--- config.mk ---
export PLATFORM = sky130hd
export DESIGN_NAME = sw_ctrl_conditioner
export DESIGN_NICKNAME = d
export VERILOG_FILES = /design/src/rtl/sw_ctrl_conditioner.sv
export SDC_FILE = /design/constraint.sdc
export NUM_CORES = 1
export LEC_CHECK = 0
export CORE_MARGIN = 2
export CORE_UTILIZATION = 55
export CTS_CLUSTER_SIZE = 25
export DETAILED_ROUTE_END_ITERATION = 8
export DONT_BUFFER_PORTS = 1
export GPL_ROUTABILITY_DRIVEN = 0
export PLACE_DENSITY_LB_ADDON = 0.1
export REMOVE_ABC_BUFFERS = 1
export SETUP_SLACK_MARGIN = 0.05
export SYNTH_ARGS = -nofsm -noshare
export SYNTH_HDL_FRONTEND = slang
export SYNTH_SLANG_ARGS = --single-unit
--- constraint.sdc ---
create_clock -name clk -period 1.9 [get_ports clk]
set_input_delay 0.38 -clock clk [delete_from_list [all_inputs] [get_ports clk]]
set_output_delay 0.38 -clock clk [all_outputs]
set_load 0.005 [all_outputs]
--- src/rtl/sw_ctrl_conditioner.sv ---
// Switch front-end: 2-FF sync + debounce per raw input, mode/start FSM.
// Ports: clk, rst_n, raw MODE1/MODE2/BUZZER/START, DONE_I; MODE_O, START_PULSE_O,
//        RUN_O, CONFLICT_O, BUZZER_EN_O, LED1_ON_o, LED2_ON_o.
module sw_ctrl_conditioner #(
    parameter int DEBOUNCE_CYCLES = 500000,
    parameter int CNT_W           = 20
) (
    input  logic       clk,
    input  logic       rst_n,
    input  logic       MODE1_START_I,
    input  logic       MODE2_START_I,
    input  logic       BUZZER_MODE_I,
    input  logic       START_I,
    input  logic       DONE_I,
    output logic [1:0] MODE_O,
    output logic       START_PULSE_O,
    output logic       RUN_O,
    output logic       CONFLICT_O,
    output logic       BUZZER_EN_O,
    output logic       LED1_ON_o,
    output logic       LED2_ON_o
);
    localparam logic [CNT_W-1:0] CNT_LAST = CNT_W'(DEBOUNCE_CYCLES - 1);

    typedef enum logic [1:0] {
        S_IDLE  = 2'd0,
        S_ARMED = 2'd1,
        S_RUN   = 2'd2
    } state_t;

    // Channel order: 0 MODE1, 1 MODE2, 2 BUZZER, 3 START
    logic [3:0]            raw;
    logic [3:0]            sync1;
    logic [3:0]            sync2;
    logic [3:0]            stable;
    logic [3:0][CNT_W-1:0] cnt;
    logic                  start_d;

    assign raw = {START_I, BUZZER_MODE_I, MODE2_START_I, MODE1_START_I};

    always_ff @(posedge clk or negedge rst_n) begin
        if (!rst_n) begin
            sync1   <= '0;
            sync2   <= '0;
            stable  <= '0;
            cnt     <= '0;
            start_d <= 1'b0;
        end else begin
            sync1   <= raw;
            sync2   <= sync1;
            start_d <= stable[3];
            for (int i = 0; i < 4; i++) begin
                if (sync2[i] == stable[i]) begin
                    cnt[i] <= '0;
                end else if (cnt[i] == CNT_LAST) begin
                    stable[i] <= sync2[i];
                    cnt[i]    <= '0;
                end else begin
                    cnt[i] <= cnt[i] + 1'b1;
                end
            end
        end
    end

    logic m1;
    logic m2;
    logic start_rise;

    assign m1         = stable[0];
    assign m2         = stable[1];
    assign start_rise = stable[3] & ~start_d;

    state_t     state_q;
    state_t     state_n;
    logic [1:0] mode_q;
    logic [1:0] mode_n;
    logic       pulse_q;
    logic       pulse_n;
    logic       run_q;
    logic       run_n;
    logic       conf_q;
    logic       conf_n;
    logic       mode_ok;

    // The armed mode stays valid only while its switch alone is high
    assign mode_ok = mode_q[0] ? (m1 & ~m2) : (m2 & ~m1);

    always_ff @(posedge clk or negedge rst_n) begin
        if (!rst_n) begin
            state_q <= S_IDLE;
            mode_q  <= 2'b00;
            pulse_q <= 1'b0;
            run_q   <= 1'b0;
            conf_q  <= 1'b0;
        end else begin
            state_q <= state_n;
            mode_q  <= mode_n;
            pulse_q <= pulse_n;
            run_q   <= run_n;
            conf_q  <= conf_n;
        end
    end

    always_comb begin
        state_n = state_q;
        mode_n  = mode_q;
        pulse_n = 1'b0;
        run_n   = 1'b0;
        conf_n  = 1'b0;
        unique case (state_q)
            S_IDLE: begin
                mode_n = 2'b00;
                conf_n = m1 & m2;
                if (m1 & ~m2) begin
                    state_n = S_ARMED;
                    mode_n  = 2'b01;
                end else if (m2 & ~m1) begin
                    state_n = S_ARMED;
                    mode_n  = 2'b10;
                end
            end
            S_ARMED: begin
                // A mode drop beats a simultaneous start press
                if (!mode_ok) begin
                    state_n = S_IDLE;
                    mode_n  = 2'b00;
                end else if (start_rise) begin
                    state_n = S_RUN;
                    run_n   = 1'b1;
                    pulse_n = 1'b1;
                end
            end
            S_RUN: begin
                if (DONE_I) begin
                    state_n = S_IDLE;
                    mode_n  = 2'b00;
                end else begin
                    run_n = 1'b1;
                end
            end
            default: begin
                state_n = S_IDLE;
                mode_n  = 2'b00;
            end
        endcase
    end

    assign MODE_O        = mode_q;
    assign START_PULSE_O = pulse_q;
    assign RUN_O         = run_q;
    assign CONFLICT_O    = conf_q;
    assign BUZZER_EN_O   = stable[2];
    assign LED1_ON_o     = mode_q[0];
    assign LED2_ON_o     = mode_q[1];

endmodule
==> results of run 1 <==
-- cells in the mapped netlist (all sizes together) --
library cell	number	area (µm²)
a21oi	26	130
a31o	1	8.76
and2	4	25.0
and3	6	37.5
and4	8	71.3
buf	6	41.3
clkbuf	9	35.0
dfrtp	100	2500
ha	10	125
inv	17	63.8
mux2	4	45.0
mux2i	1	10.0
nand2	29	109
nand3	25	125
nand4	24	156
nand4b	1	8.76
nor2	66	248
nor2b	4	25.0
nor3	11	55.1
nor3b	1	7.51
nor4	8	50.1
nor4b	4	35.0
nor4bb	2	20.0
o21a	1	7.51
o21ai	15	75.1
o21bai	2	26.3
o31ai	12	100
o32a	1	10.0
o41ai	1	8.76
or2	2	12.5
or2b	1	7.51
or3	14	87.6
or3b	1	8.76
or4	12	93.8
xnor2	28	245
xor2	24	210
-- kinds of logic after synthesis --
| logic type | count (synthesis) | synth area share (%) |
|---|---|---|
| adders and majority gates | 10 | 2.59 |
| xor gates and xnor gates | 52 | 9.43 |
| buffers and inverters | 32 | 2.90 |
| AOI/OAI and AO/OA | 59 | 7.59 |
| and+or+nand+nor | 223 | 24.5 |
| muxes | 5 | 1.14 |
| DFF | 100 | 51.8 |
-- repair_timing --
action / in CTS / in global routing
endpoints found under the setup margin: 20 / 27
endpoints found under the hold margin: 100 / 100
pin swaps: 2 / 2
setup buffers: 2 / 7
gates resized for setup: 3 / 6
-- path summary, 6_finish.rpt --
check,from,end,slack (ns)
min,rst_n,cnt[52]$_DFF_PN0_,-0.30
max,cnt[31]$_DFF_PN0_,stable[1]$_DFFE_PN0P_,-0.09
min in group clk,MODE1_START_I,sync1[0]$_DFF_PN0_,0.04
min reg2reg,sync1[1]$_DFF_PN0_,sync2[1]$_DFF_PN0_,0.36
max in group asynchronous,rst_n,cnt[39]$_DFF_PN0_,2.04
max reg2reg,cnt[31]$_DFF_PN0_,stable[1]$_DFFE_PN0P_,-0.09
-- sequential cells by signal, indices dropped and copies added (netlist names), 2 cells and up --
signal,count
cnt,80
stable,4
sync1,4
sync2,4
MODE_O,2
state_q,2
-- layout make-up --
type / count / area, µm² / share of cell area, %
clock buffer: 9 / 124 / 2.30
inverter: 17 / 63.8 / 1.18
tap: 108 / 135 / 2.50
timing repair buffer: 30 / 238 / 4.41
sequential: 100 / 2500 / 46.4
multi-input combinational: 349 / 2230 / 41.3
clock inverter: 7 / 105 / 1.95
-- layer usage --
layer	GRT usage (%)	share of wire (%)	wire, µm	vias up
li1	-	-	-	1752
met1	25.2	47	4130	1700
met2	32.9	49	4260	40
met3	4.32	3.1	268	14
met4	6.73	1.4	126	0
met5	0	0	0	-
-- through the flow --
stage | worst slack, ns | utilization (%) | setup TNS [ns] | total power, W
after detailed placement | -0.133 | 58.6 | -1.10 | 0.00232
after global placement | -0.122 | 58.6 | -0.697 | 0.00231
after CTS | -0.112 | 61.5 | -1.24 | 0.00385
after global routing | -0.127 | 62.5 | -1.81 | 0.00396
final | -0.0889 | 62.5 | -1.04 | 0.00380
after floorplan | -0.0664 | - | -0.202 | 0.00228
-- power groups by stage --
stage                     Sequential [W]  Combinational [W]  Clock [W]
final                            0.00218           0.000103    0.00151
after global routing             0.00219           0.000117    0.00166
after global placement           0.00222          0.0000912          0
after detailed placement         0.00222          0.0000949          0
after CTS                        0.00218          0.0000955    0.00157
after floorplan                  0.00222          0.0000639          0
==> run_summary.xml, run 1 <==
<?xml version="1.0" encoding="UTF-8"?>
<metrics>
  <group name="sta">
    <metric name="hold_ws" unit="ns">-0.300</metric>
    <metric name="hold_viol" unit="">100</metric>
    <metric name="transition_at_the_pin_with_the_smallest_max_transition_slack" unit="ns">0.524</metric>
    <metric name="fin_crit" unit="ns">1.99</metric>
    <metric name="slew_headroom" unit="%">65.0</metric>
    <metric name="finalSetupViolCount" unit="">19</metric>
    <metric name="timing.final.ws_setup" unit="ns">-0.0889</metric>
    <metric name="fin_worst_skew" unit="ns">0.00974</metric>
    <metric name="period_share" unit="%">105</metric>
    <metric name="setup_repair_after_global_routing_missed_its_margin" unit="">true</metric>
    <metric name="finalMaxSlewViolations" unit="">0</metric>
    <metric name="maxClockFrequency" unit="MHz">503</metric>
  </group>
  <group name="clock_network">
    <metric name="tritoncts_num_sinks" unit="">100</metric>
    <metric name="clk_pin_slew" unit="ns">0.10</metric>
    <metric name="h-tree-depth" unit="">3</metric>
    <metric name="cts.root.buffer_cell" unit="">sky130_fd_sc_hd__clkbuf_8</metric>
    <metric name="clk-insertion-delay-late" unit="ns">0.36</metric>
    <metric name="tritoncts" unit="">built</metric>
    <metric name="numCtsBuffers" unit="">9</metric>
    <metric name="clock_tree.buffer_depth" unit="">2</metric>
  </group>
  <group name="grt">
    <metric name="antenna_found_initial" unit="">0</metric>
    <metric name="overflow_after_grt" unit="">0</metric>
    <metric name="grt_pass1_wl" unit="µm">15600</metric>
    <metric name="grt_start_max_net_pins" unit="">101</metric>
    <metric name="vias_in_the_first_global_route" unit="">3504</metric>
    <metric name="grt_usage" unit="%">19.6</metric>
  </group>
  <group name="floorplanning">
    <metric name="dieHeight" unit="µm">97.7</metric>
    <metric name="core_area" unit="mm²">0.00864</metric>
    <metric name="dieArea" unit="mm²">0.00954</metric>
    <metric name="ios" unit="">15</metric>
    <metric name="initial_core_util" unit="%">55.9</metric>
    <metric name="rows" unit="">34</metric>
    <metric name="die_w" unit="µm">97.7</metric>
  </group>
  <group name="final_layout">
    <metric name="fillCellCount" unit="">738</metric>
    <metric name="mostFrequentLayoutCell" unit="">sky130_fd_sc_hd__dfrtp_1</metric>
    <metric name="area_delta_synth_final" unit="%">11.7</metric>
    <metric name="finish.cell_count_without_fillers" unit="">620</metric>
    <metric name="post_route_cells_drive_above_1_share" unit="%">12.9</metric>
    <metric name="num_antenna_cells" unit="">0</metric>
    <metric name="final_design_area_no_fill" unit="mm²">0.00540</metric>
    <metric name="finish.net_count" unit="">524</metric>
    <metric name="commonest_non_fill_non_tap_cells_in_the_layout" unit="">sky130_fd_sc_hd__dfrtp_1, sky130_fd_sc_hd__nor2_1, sky130_fd_sc_hd__buf_4, sky130_fd_sc_hd__nand2_1, sky130_fd_sc_hd__xnor2_1</metric>
  </group>
  <group name="power_and_ir_drop">
    <metric name="power.density_cell_area" unit="mW/mm²">703</metric>
    <metric name="max-vdd-ir-drop" unit="mV">0.449</metric>
    <metric name="combPwrFrac" unit="%">2.7</metric>
    <metric name="p_int" unit="W">0.00296</metric>
    <metric name="power.switching_fraction" unit="%">21.9</metric>
    <metric name="net-switching-power" unit="W">0.000832</metric>
    <metric name="share_clk_of_total_power" unit="%">39.9</metric>
    <metric name="sequentialPowerShare" unit="%">57.4</metric>
    <metric name="p_leak" unit="nW">2.23</metric>
  </group>
  <group name="status">
    <metric name="status" unit="">complete, but fails checks</metric>
    <metric name="violations_in_the_final_reports" unit="">negative hold slack, negative setup slack</metric>
  </group>
  <group name="logic_synthesis">
    <metric name="ys_seq_elements" unit="">100</metric>
    <metric name="mappedNetlistArea" unit="mm²">0.00483</metric>
    <metric name="synth.yosys.seq_area_share" unit="%">51.8</metric>
    <metric name="ys_warn_count" unit="">0</metric>
    <metric name="post_synth.cell_area_avg" unit="µm²">10.0</metric>
    <metric name="number_of_library_cell_types_mapped_by_synthesis" unit="">44</metric>
    <metric name="postSynthCellCount" unit="">481</metric>
  </group>
  <group name="worst_setup_path">
    <metric name="timing.critical_path.required" unit="ns">2.15</metric>
    <metric name="worst_ep_arrival_time" unit="ns">2.24</metric>
    <metric name="crit_path_max_incr_delay" unit="ns">0.57</metric>
    <metric name="critical_path_class" unit="">register to register</metric>
    <metric name="worstPathMaxFanout" unit="">2</metric>
    <metric name="worstRegToRegCells" unit="">4</metric>
    <metric name="kind_of_cell_adding_the_most_delay_to_the_critical_path" unit="">simple AND/OR/NAND/NOR gates</metric>
    <metric name="critical_path_buf_inv_count" unit="">0</metric>
    <metric name="timing.critical_path.depth" unit="">4</metric>
    <metric name="cells_along_the_critical_path" unit="">or4_1 &gt; or4_4 &gt; nor2_4 &gt; mux2_4</metric>
    <metric name="setup.worst_path.start_class" unit="">register</metric>
    <metric name="endpoint_kind" unit="">register</metric>
    <metric name="timing.critical_path.slowest_stage_cell" unit="">sky130_fd_sc_hd__or4_4</metric>
  </group>
  <group name="place">
    <metric name="place.detailed.hpwl" unit="µm">5990</metric>
    <metric name="place_area" unit="mm²">0.00506</metric>
    <metric name="cell_count_after_placement" unit="">595</metric>
    <metric name="port_buffer_count" unit="">0</metric>
  </group>
  <group name="job">
    <metric name="timing.max_cap.violations" unit="">0</metric>
  </group>
  <group name="detailed_routing">
    <metric name="detailedRoute.firstPassIterationCount" unit="">4</metric>
    <metric name="ant_nets" unit="">0</metric>
    <metric name="wl" unit="µm">8780</metric>
    <metric name="drcViolationCount" unit="">0</metric>
    <metric name="routed_via_density" unit="">5.65</metric>
    <metric name="drt-wirelength-per-cell" unit="µm">14.2</metric>
    <metric name="via_count" unit="">3506</metric>
    <metric name="first_iter_violations" unit="">105</metric>
  </group>
  <group name="worst_hold_path">
    <metric name="hp-class" unit="">primary input to async pin</metric>
  </group>
</metrics>
Note: power is estimated with default switching activity, not from simulation.
==> inputs of run 2 (changes only) <==
--- a/config.mk
+++ b/config.mk
@@ -5,6 +5,7 @@
 export SDC_FILE = /design/constraint.sdc
 export NUM_CORES = 1
 export LEC_CHECK = 0
+export ABC_CLOCK_PERIOD_IN_PS = 1900
 export CORE_MARGIN = 2
 export CORE_UTILIZATION = 55
 export CTS_CLUSTER_SIZE = 25
@@ -13,7 +14,7 @@
 export GPL_ROUTABILITY_DRIVEN = 0
 export PLACE_DENSITY_LB_ADDON = 0.1
 export REMOVE_ABC_BUFFERS = 1
-export SETUP_SLACK_MARGIN = 0.05
 export SYNTH_ARGS = -nofsm -noshare
 export SYNTH_HDL_FRONTEND = slang
 export SYNTH_SLANG_ARGS = --single-unit
+export TNS_END_PERCENT = 20
==> run 2 against run 1 <==
- power down 0.12%
- combinational power down 9%
- core utilization down 0.61 points
- routed wire length down 1.3%
- via count down 0.80%
- hold slack about the same
- critical endpoint unchanged
- the run still ends with negative hold slack, negative setup slack left
- largest power group unchanged
- cell count down 0.97%
- critical path type unchanged
- global-route usage about the same
- final area down 0.97%
- clock skew about the same
==> run_summary.xml, run 2 (synthesis results as in run 1) <==
<?xml version="1.0" encoding="UTF-8"?>
<metrics>
  <group name="power_and_ir_drop">
    <metric name="combPwrFrac" unit="%">2.5</metric>
    <metric name="power.density_cell_area" unit="mW/mm²">710</metric>
    <metric name="share_clk_of_total_power" unit="%">40.0</metric>
    <metric name="sequentialPowerShare" unit="%">57.5</metric>
    <metric name="p_int" unit="W">0.00296</metric>
    <metric name="finalPower" unit="W">0.00379</metric>
    <metric name="net-switching-power" unit="W">0.000833</metric>
    <metric name="max-vdd-ir-drop" unit="mV">0.478</metric>
    <metric name="power.switching_fraction" unit="%">22.0</metric>
    <metric name="p_leak" unit="nW">2.19</metric>
  </group>
  <group name="floorplanning">
    <metric name="ios" unit="">15</metric>
    <metric name="dieArea" unit="mm²">0.00954</metric>
    <metric name="dieHeight" unit="µm">97.7</metric>
    <metric name="rows" unit="">34</metric>
    <metric name="die_w" unit="µm">97.7</metric>
    <metric name="initial_core_util" unit="%">55.9</metric>
    <metric name="core_area" unit="mm²">0.00864</metric>
  </group>
  <group name="final_layout">
    <metric name="multiInputGateArea" unit="mm²">0.00222</metric>
    <metric name="seq_area" unit="mm²">0.00250</metric>
    <metric name="largest_register" unit="">cnt</metric>
    <metric name="max_reg_flops" unit="">80</metric>
    <metric name="commonest_non_fill_non_tap_cells_in_the_layout" unit="">sky130_fd_sc_hd__dfrtp_1, sky130_fd_sc_hd__nor2_1, sky130_fd_sc_hd__nand2_1, sky130_fd_sc_hd__xnor2_1, sky130_fd_sc_hd__a21oi_1</metric>
    <metric name="mostFrequentLayoutCell" unit="">sky130_fd_sc_hd__dfrtp_1</metric>
    <metric name="post_route_cells_drive_above_1_share" unit="%">11.9</metric>
    <metric name="num_antenna_cells" unit="">0</metric>
    <metric name="fillCellCount" unit="">738</metric>
    <metric name="area_delta_synth_final" unit="%">10.7</metric>
    <metric name="finish.net_count" unit="">518</metric>
  </group>
  <group name="worst_setup_path">
    <metric name="critical_path_class" unit="">register to register</metric>
    <metric name="cells_along_the_critical_path" unit="">or4_1 &gt; or4_4 &gt; nor2_4 &gt; mux2_4</metric>
    <metric name="endpoint_kind" unit="">register</metric>
    <metric name="kind_of_cell_adding_the_most_delay_to_the_critical_path" unit="">simple AND/OR/NAND/NOR gates</metric>
    <metric name="worstPathMaxFanout" unit="">2</metric>
    <metric name="crit_path_max_incr_delay" unit="ns">0.57</metric>
    <metric name="worst_ep_arrival_time" unit="ns">2.24</metric>
    <metric name="timing.critical_path.slowest_stage_cell" unit="">sky130_fd_sc_hd__or4_4</metric>
    <metric name="timing.rr.start" unit="">cnt[31]$_DFF_PN0_</metric>
    <metric name="critical_path_buf_inv_count" unit="">0</metric>
    <metric name="setup.worst_path.start_class" unit="">register</metric>
    <metric name="worst_setup_path_startpoint" unit="">cnt[31]$_DFF_PN0_</metric>
    <metric name="timing.critical_path.required" unit="ns">2.15</metric>
  </group>
  <group name="detailed_routing">
    <metric name="drcViolationCount" unit="">0</metric>
    <metric name="wl" unit="µm">8670</metric>
    <metric name="detailedRoute.firstPassIterationCount" unit="">4</metric>
    <metric name="via_count" unit="">3478</metric>
    <metric name="ant_nets" unit="">0</metric>
    <metric name="first_iter_violations" unit="">114</metric>
    <metric name="routed_via_density" unit="">5.66</metric>
    <metric name="drt-wirelength-per-cell" unit="µm">14.1</metric>
  </group>
  <group name="sta">
    <metric name="hold_viol" unit="">100</metric>
    <metric name="finalSetupViolCount" unit="">19</metric>
    <metric name="timing.final.ws_setup" unit="ns">-0.0890</metric>
    <metric name="finalMaxSlewViolations" unit="">0</metric>
    <metric name="maxClockFrequency" unit="MHz">503</metric>
    <metric name="fin_crit" unit="ns">1.99</metric>
    <metric name="period_share" unit="%">105</metric>
    <metric name="transition_at_the_pin_with_the_smallest_max_transition_slack" unit="ns">0.522</metric>
    <metric name="fin_worst_skew" unit="ns">0.00968</metric>
    <metric name="hold_ws" unit="ns">-0.300</metric>
    <metric name="setup_repair_after_global_routing_missed_its_margin" unit="">true</metric>
    <metric name="slew_headroom" unit="%">65.1</metric>
  </group>
  <group name="grt">
    <metric name="vias_in_the_first_global_route" unit="">3502</metric>
    <metric name="grt_usage" unit="%">19.6</metric>
    <metric name="antenna_found_initial" unit="">0</metric>
    <metric name="grt_start_max_net_pins" unit="">101</metric>
    <metric name="grt_pass1_wl" unit="µm">15600</metric>
    <metric name="overflow_after_grt" unit="">0</metric>
  </group>
  <group name="worst_hold_path">
    <metric name="hp-class" unit="">primary input to async pin</metric>
  </group>
  <group name="clock_network">
    <metric name="cts.root.buffer_cell" unit="">sky130_fd_sc_hd__clkbuf_8</metric>
    <metric name="tritoncts_num_sinks" unit="">100</metric>
    <metric name="clk_pin_slew" unit="ns">0.10</metric>
    <metric name="h-tree-depth" unit="">3</metric>
    <metric name="clk-insertion-delay-late" unit="ns">0.36</metric>
    <metric name="tritoncts" unit="">built</metric>
    <metric name="clock_tree.buffer_depth" unit="">2</metric>
    <metric name="numCtsBuffers" unit="">9</metric>
  </group>
  <group name="place">
    <metric name="port_buffer_count" unit="">0</metric>
    <metric name="place.detailed.hpwl" unit="µm">5990</metric>
  </group>
  <group name="job">
    <metric name="timing.max_cap.violations" unit="">0</metric>
  </group>
  <group name="status">
    <metric name="status" unit="">complete, but fails checks</metric>
    <metric name="violations_in_the_final_reports" unit="">negative hold slack, negative setup slack</metric>
  </group>
</metrics>
-- run 2: cell types whose count changed in the layout (fill, tap and decap cells not counted), sizes merged --
| cell | delta |
|---|---|
| buf | -6 |
-- run 2: power groups by stage --
stage,Clock (W),Sequential [W],Combinational (W)
after floorplan,0,0.00222,0.0000639
after global placement,0,0.00222,0.0000912
after detailed placement,0,0.00222,0.0000949
after CTS,0.00157,0.00218,0.0000955
after global routing,0.00166,0.00219,0.000107
final,0.00152,0.00218,0.0000936
-- run 2: through the flow --
stage	cell area, µm²	setup slack, ns	util (%)	std cells	setup TNS [ns]
global route	5340	-0.127	61.9	614	-1.88
global placement	5060	-0.122	58.6	595	-0.697
floorplan	4750	-0.0664	-	466	-0.202
detailed placement	5060	-0.133	58.6	595	-1.10
CTS	5310	-0.112	61.5	613	-1.22
finish	5340	-0.0890	61.9	614	-1.08
-- run 2: per-layer routing --
metal / up-vias / part of all wire (%) / GRT usage, %
li1: 1741 / - / -
met1: 1683 / 47 / 25.5
met2: 40 / 49 / 32.8
met3: 14 / 3.1 / 4.32
met4: 0 / 1.5 / 6.62
met5: - / 0 / 0
-- run 2: layout make-up --
class,instances,share of cell area [%]
clock inverter,7,1.97
clock buffer,9,2.32
tap,108,2.53
timing repair buffer,24,3.61
multi-input combinational,349,41.5
inverter,17,1.19
sequential,100,46.8
-- run 2: what timing repair did --
action                                  in CTS  in global routing
endpoints found under the hold margin      100                100
pin swaps                                    4                  2
endpoints found under the setup margin      19                 22
gates resized for setup                      2                  6
buffers inserted                             2                  1
-- run 2: path summary, 6_finish.rpt --
path	endpoint	slack [ns]	cells past startpoint
max	stable[1]$_DFFE_PN0P_	-0.09	4
min	cnt[52]$_DFF_PN0_	-0.30	0
max reg2reg	stable[1]$_DFFE_PN0P_	-0.09	4
min reg2reg	sync2[1]$_DFF_PN0_	0.36	0
max in group asynchronous	cnt[19]$_DFF_PN0_	2.06	0
min in group clk	sync1[0]$_DFF_PN0_	0.04	0
==> inputs of run 3 (changes only) <==
--- a/config.mk
+++ b/config.mk
@@ -5,7 +5,7 @@
 export SDC_FILE = /design/constraint.sdc
 export NUM_CORES = 1
 export LEC_CHECK = 0
-export ABC_CLOCK_PERIOD_IN_PS = 1900
+export CORE_ASPECT_RATIO = 1.25
 export CORE_MARGIN = 2
 export CORE_UTILIZATION = 55
 export CTS_CLUSTER_SIZE = 25
==> run 3 against run 2 <==
- the flow still finishes with violations (negative hold slack, negative setup slack)
- global-route usage grew 0.30 points
- critical path depth is the same
- cell count grew 2.4%
- critical path type unchanged
- largest cell class unchanged
- largest power group unchanged
==> run_summary.xml, run 3 (synthesis results as in run 1) <==
<?xml version="1.0" encoding="UTF-8"?>
<metrics>
  <group name="sta">
    <metric name="transition_at_the_pin_with_the_smallest_max_transition_slack" unit="ns">0.506</metric>
    <metric name="maxClockFrequency" unit="MHz">501</metric>
    <metric name="timing.final.ws_setup" unit="ns">-0.0976</metric>
    <metric name="period_share" unit="%">105</metric>
    <metric name="slew_headroom" unit="%">66.2</metric>
    <metric name="hold_ws" unit="ns">-0.298</metric>
    <metric name="finalMaxSlewViolations" unit="">0</metric>
    <metric name="hold_viol" unit="">100</metric>
    <metric name="fin_crit" unit="ns">2.00</metric>
    <metric name="fin_worst_skew" unit="ns">0.00760</metric>
    <metric name="setup_repair_after_global_routing_missed_its_margin" unit="">true</metric>
    <metric name="finalSetupViolCount" unit="">19</metric>
  </group>
  <group name="power_and_ir_drop">
    <metric name="power.density_cell_area" unit="mW/mm²">676</metric>
    <metric name="p_leak" unit="nW">2.17</metric>
    <metric name="finalPower" unit="W">0.00359</metric>
    <metric name="max-vdd-ir-drop" unit="mV">0.384</metric>
  </group>
  <group name="place">
    <metric name="port_buffer_count" unit="">0</metric>
    <metric name="cell_count_after_placement" unit="">612</metric>
    <metric name="worst_setup_slack_after_placement" unit="ns">-0.102</metric>
    <metric name="place.detailed.hpwl" unit="µm">5860</metric>
  </group>
  <group name="floorplanning">
    <metric name="rows" unit="">38</metric>
    <metric name="initial_core_util" unit="%">56.1</metric>
    <metric name="die_w" unit="µm">87.8</metric>
    <metric name="dieHeight" unit="µm">109</metric>
    <metric name="dieArea" unit="mm²">0.00955</metric>
    <metric name="core_area" unit="mm²">0.00861</metric>
    <metric name="ios" unit="">15</metric>
  </group>
  <group name="grt">
    <metric name="vias_in_the_first_global_route" unit="">3462</metric>
    <metric name="overflow_after_grt" unit="">0</metric>
    <metric name="grt_start_max_net_pins" unit="">101</metric>
    <metric name="antenna_found_initial" unit="">0</metric>
    <metric name="grt_pass1_wl" unit="µm">15200</metric>
    <metric name="grt_usage" unit="%">19.9</metric>
  </group>
  <group name="clock_network">
    <metric name="clk-insertion-delay-late" unit="ns">0.36</metric>
    <metric name="tritoncts" unit="">built</metric>
    <metric name="clk_pin_slew" unit="ns">0.09</metric>
    <metric name="h-tree-depth" unit="">3</metric>
    <metric name="cts.root.buffer_cell" unit="">sky130_fd_sc_hd__clkbuf_8</metric>
    <metric name="clock_tree.buffer_depth" unit="">2</metric>
    <metric name="tritoncts_num_sinks" unit="">100</metric>
    <metric name="numCtsBuffers" unit="">9</metric>
  </group>
  <group name="job">
    <metric name="timing.max_cap.violations" unit="">0</metric>
  </group>
  <group name="final_layout">
    <metric name="num_antenna_cells" unit="">0</metric>
    <metric name="commonest_non_fill_non_tap_cells_in_the_layout" unit="">sky130_fd_sc_hd__dfrtp_1, sky130_fd_sc_hd__nor2_1, sky130_fd_sc_hd__nand2_1, sky130_fd_sc_hd__xnor2_1, sky130_fd_sc_hd__a21oi_1</metric>
    <metric name="mostFrequentLayoutCell" unit="">sky130_fd_sc_hd__dfrtp_1</metric>
    <metric name="fillCellCount" unit="">704</metric>
    <metric name="max_reg_flops" unit="">80</metric>
    <metric name="area_delta_synth_final" unit="%">10.2</metric>
    <metric name="utilization" unit="%">61.8</metric>
    <metric name="finish.net_count" unit="">521</metric>
    <metric name="post_route_cells_drive_above_1_share" unit="%">11.4</metric>
    <metric name="largest_register" unit="">cnt</metric>
    <metric name="finish.cell_count_without_fillers" unit="">629</metric>
  </group>
  <group name="worst_setup_path">
    <metric name="timing.critical_path.required" unit="ns">2.16</metric>
    <metric name="worstPathMaxFanout" unit="">2</metric>
    <metric name="critical_path_buf_inv_count" unit="">0</metric>
    <metric name="worst_ep_arrival_time" unit="ns">2.25</metric>
    <metric name="timing.critical_path.slowest_stage_cell" unit="">sky130_fd_sc_hd__or4_4</metric>
    <metric name="endpoint_kind" unit="">register</metric>
    <metric name="cells_along_the_critical_path" unit="">or4_1 &gt; or4_4 &gt; nor2_2 &gt; mux2_2</metric>
    <metric name="critical_path_class" unit="">register to register</metric>
    <metric name="crit_path_max_incr_delay" unit="ns">0.56</metric>
    <metric name="kind_of_cell_adding_the_most_delay_to_the_critical_path" unit="">simple AND/OR/NAND/NOR gates</metric>
    <metric name="setup.worst_path.start_class" unit="">register</metric>
  </group>
  <group name="detailed_routing">
    <metric name="drt-wirelength-per-cell" unit="µm">13.6</metric>
    <metric name="ant_nets" unit="">0</metric>
    <metric name="first_iter_violations" unit="">143</metric>
    <metric name="wl" unit="µm">8530</metric>
    <metric name="via_count" unit="">3507</metric>
    <metric name="routed_via_density" unit="">5.58</metric>
    <metric name="drcViolationCount" unit="">0</metric>
    <metric name="detailedRoute.firstPassIterationCount" unit="">4</metric>
  </group>
  <group name="worst_hold_path">
    <metric name="hp-class" unit="">primary input to async pin</metric>
  </group>
  <group name="status">
    <metric name="status" unit="">complete, but fails checks</metric>
    <metric name="violations_in_the_final_reports" unit="">negative hold slack, negative setup slack</metric>
  </group>
</metrics>
## run 3: changes by cell type in the layout (fill, tap and decap cells not counted), sizes merged
cell / change
inv: -3
buf: +3
bufinv: -1
clkbuf: +3
clkinvlp: +1
## run 3: path summary, 6_finish.rpt
kind | start | endpoint | slack (ns) | cells after the start
hold reg to reg | sync1[2]$_DFF_PN0_ | sync2[2]$_DFF_PN0_ | 0.35 | 0
hold / removal | rst_n | cnt[4]$_DFF_PN0_ | -0.30 | 0
max in group asynchronous | rst_n | cnt[11]$_DFF_PN0_ | 2.02 | 0
setup / recovery | cnt[34]$_DFF_PN0_ | stable[1]$_DFFE_PN0P_ | -0.1 | 4
min in group clk | MODE1_START_I | sync1[0]$_DFF_PN0_ | 0.04 | 0
setup reg to reg | cnt[34]$_DFF_PN0_ | stable[1]$_DFFE_PN0P_ | -0.1 | 4
## run 3: power breakdown
part / switching [W] / internal, W
sequential: 0.0000238 / 0.00216
combinational: 0.0000566 / 0.0000433
clock: 0.000706 / 0.000609
total: 0.000786 / 0.00281
## run 3: stage by stage
step | TNS, ns | cell area (µm²)
finish | -0.621 | 5320
global route | -1.54 | 5320
CTS | -0.553 | 5300
detailed placement | -0.117 | 5100
global placement | -0.0848 | 5100
floorplan | -0.202 | 4750
## run 3: repair_timing
| action | in CTS | in global routing |
|---|---|---|
| gates resized for setup | 4 | 3 |
| cloned | 1 | 0 |
| pin swaps | 3 | 0 |
| hold endpoints to repair | 100 | 100 |
| endpoints found under the setup margin | 19 | 23 |
| buffers inserted | 0 | 0 |
## run 3: cell type report
cell class | count | area [µm²] | share of cell area, %
inverters | 17 | 63.8 | 1.20
well taps | 120 | 150 | 2.82
multi-input cells | 349 | 2210 | 41.5
repair buffers | 27 | 210 | 3.95
flip-flops and latches | 100 | 2500 | 47.0
clock buffers | 12 | 135 | 2.54
clock inverters | 4 | 50.0 | 0.941
## run 3: per-layer routing
metal  routed length, µm  track usage (%)
met4                 170             8.24
met1                3970             26.2
met5                   0                0
met3                 203             4.16
met2                4190             32.0
## run 3: worst reg2reg max path: cells and delay by family (launching register included)
family | cells | cell delay, ns
DFF | 1 | 0.38
and+or+nand+nor | 3 | 1.19
muxes | 1 | 0.33
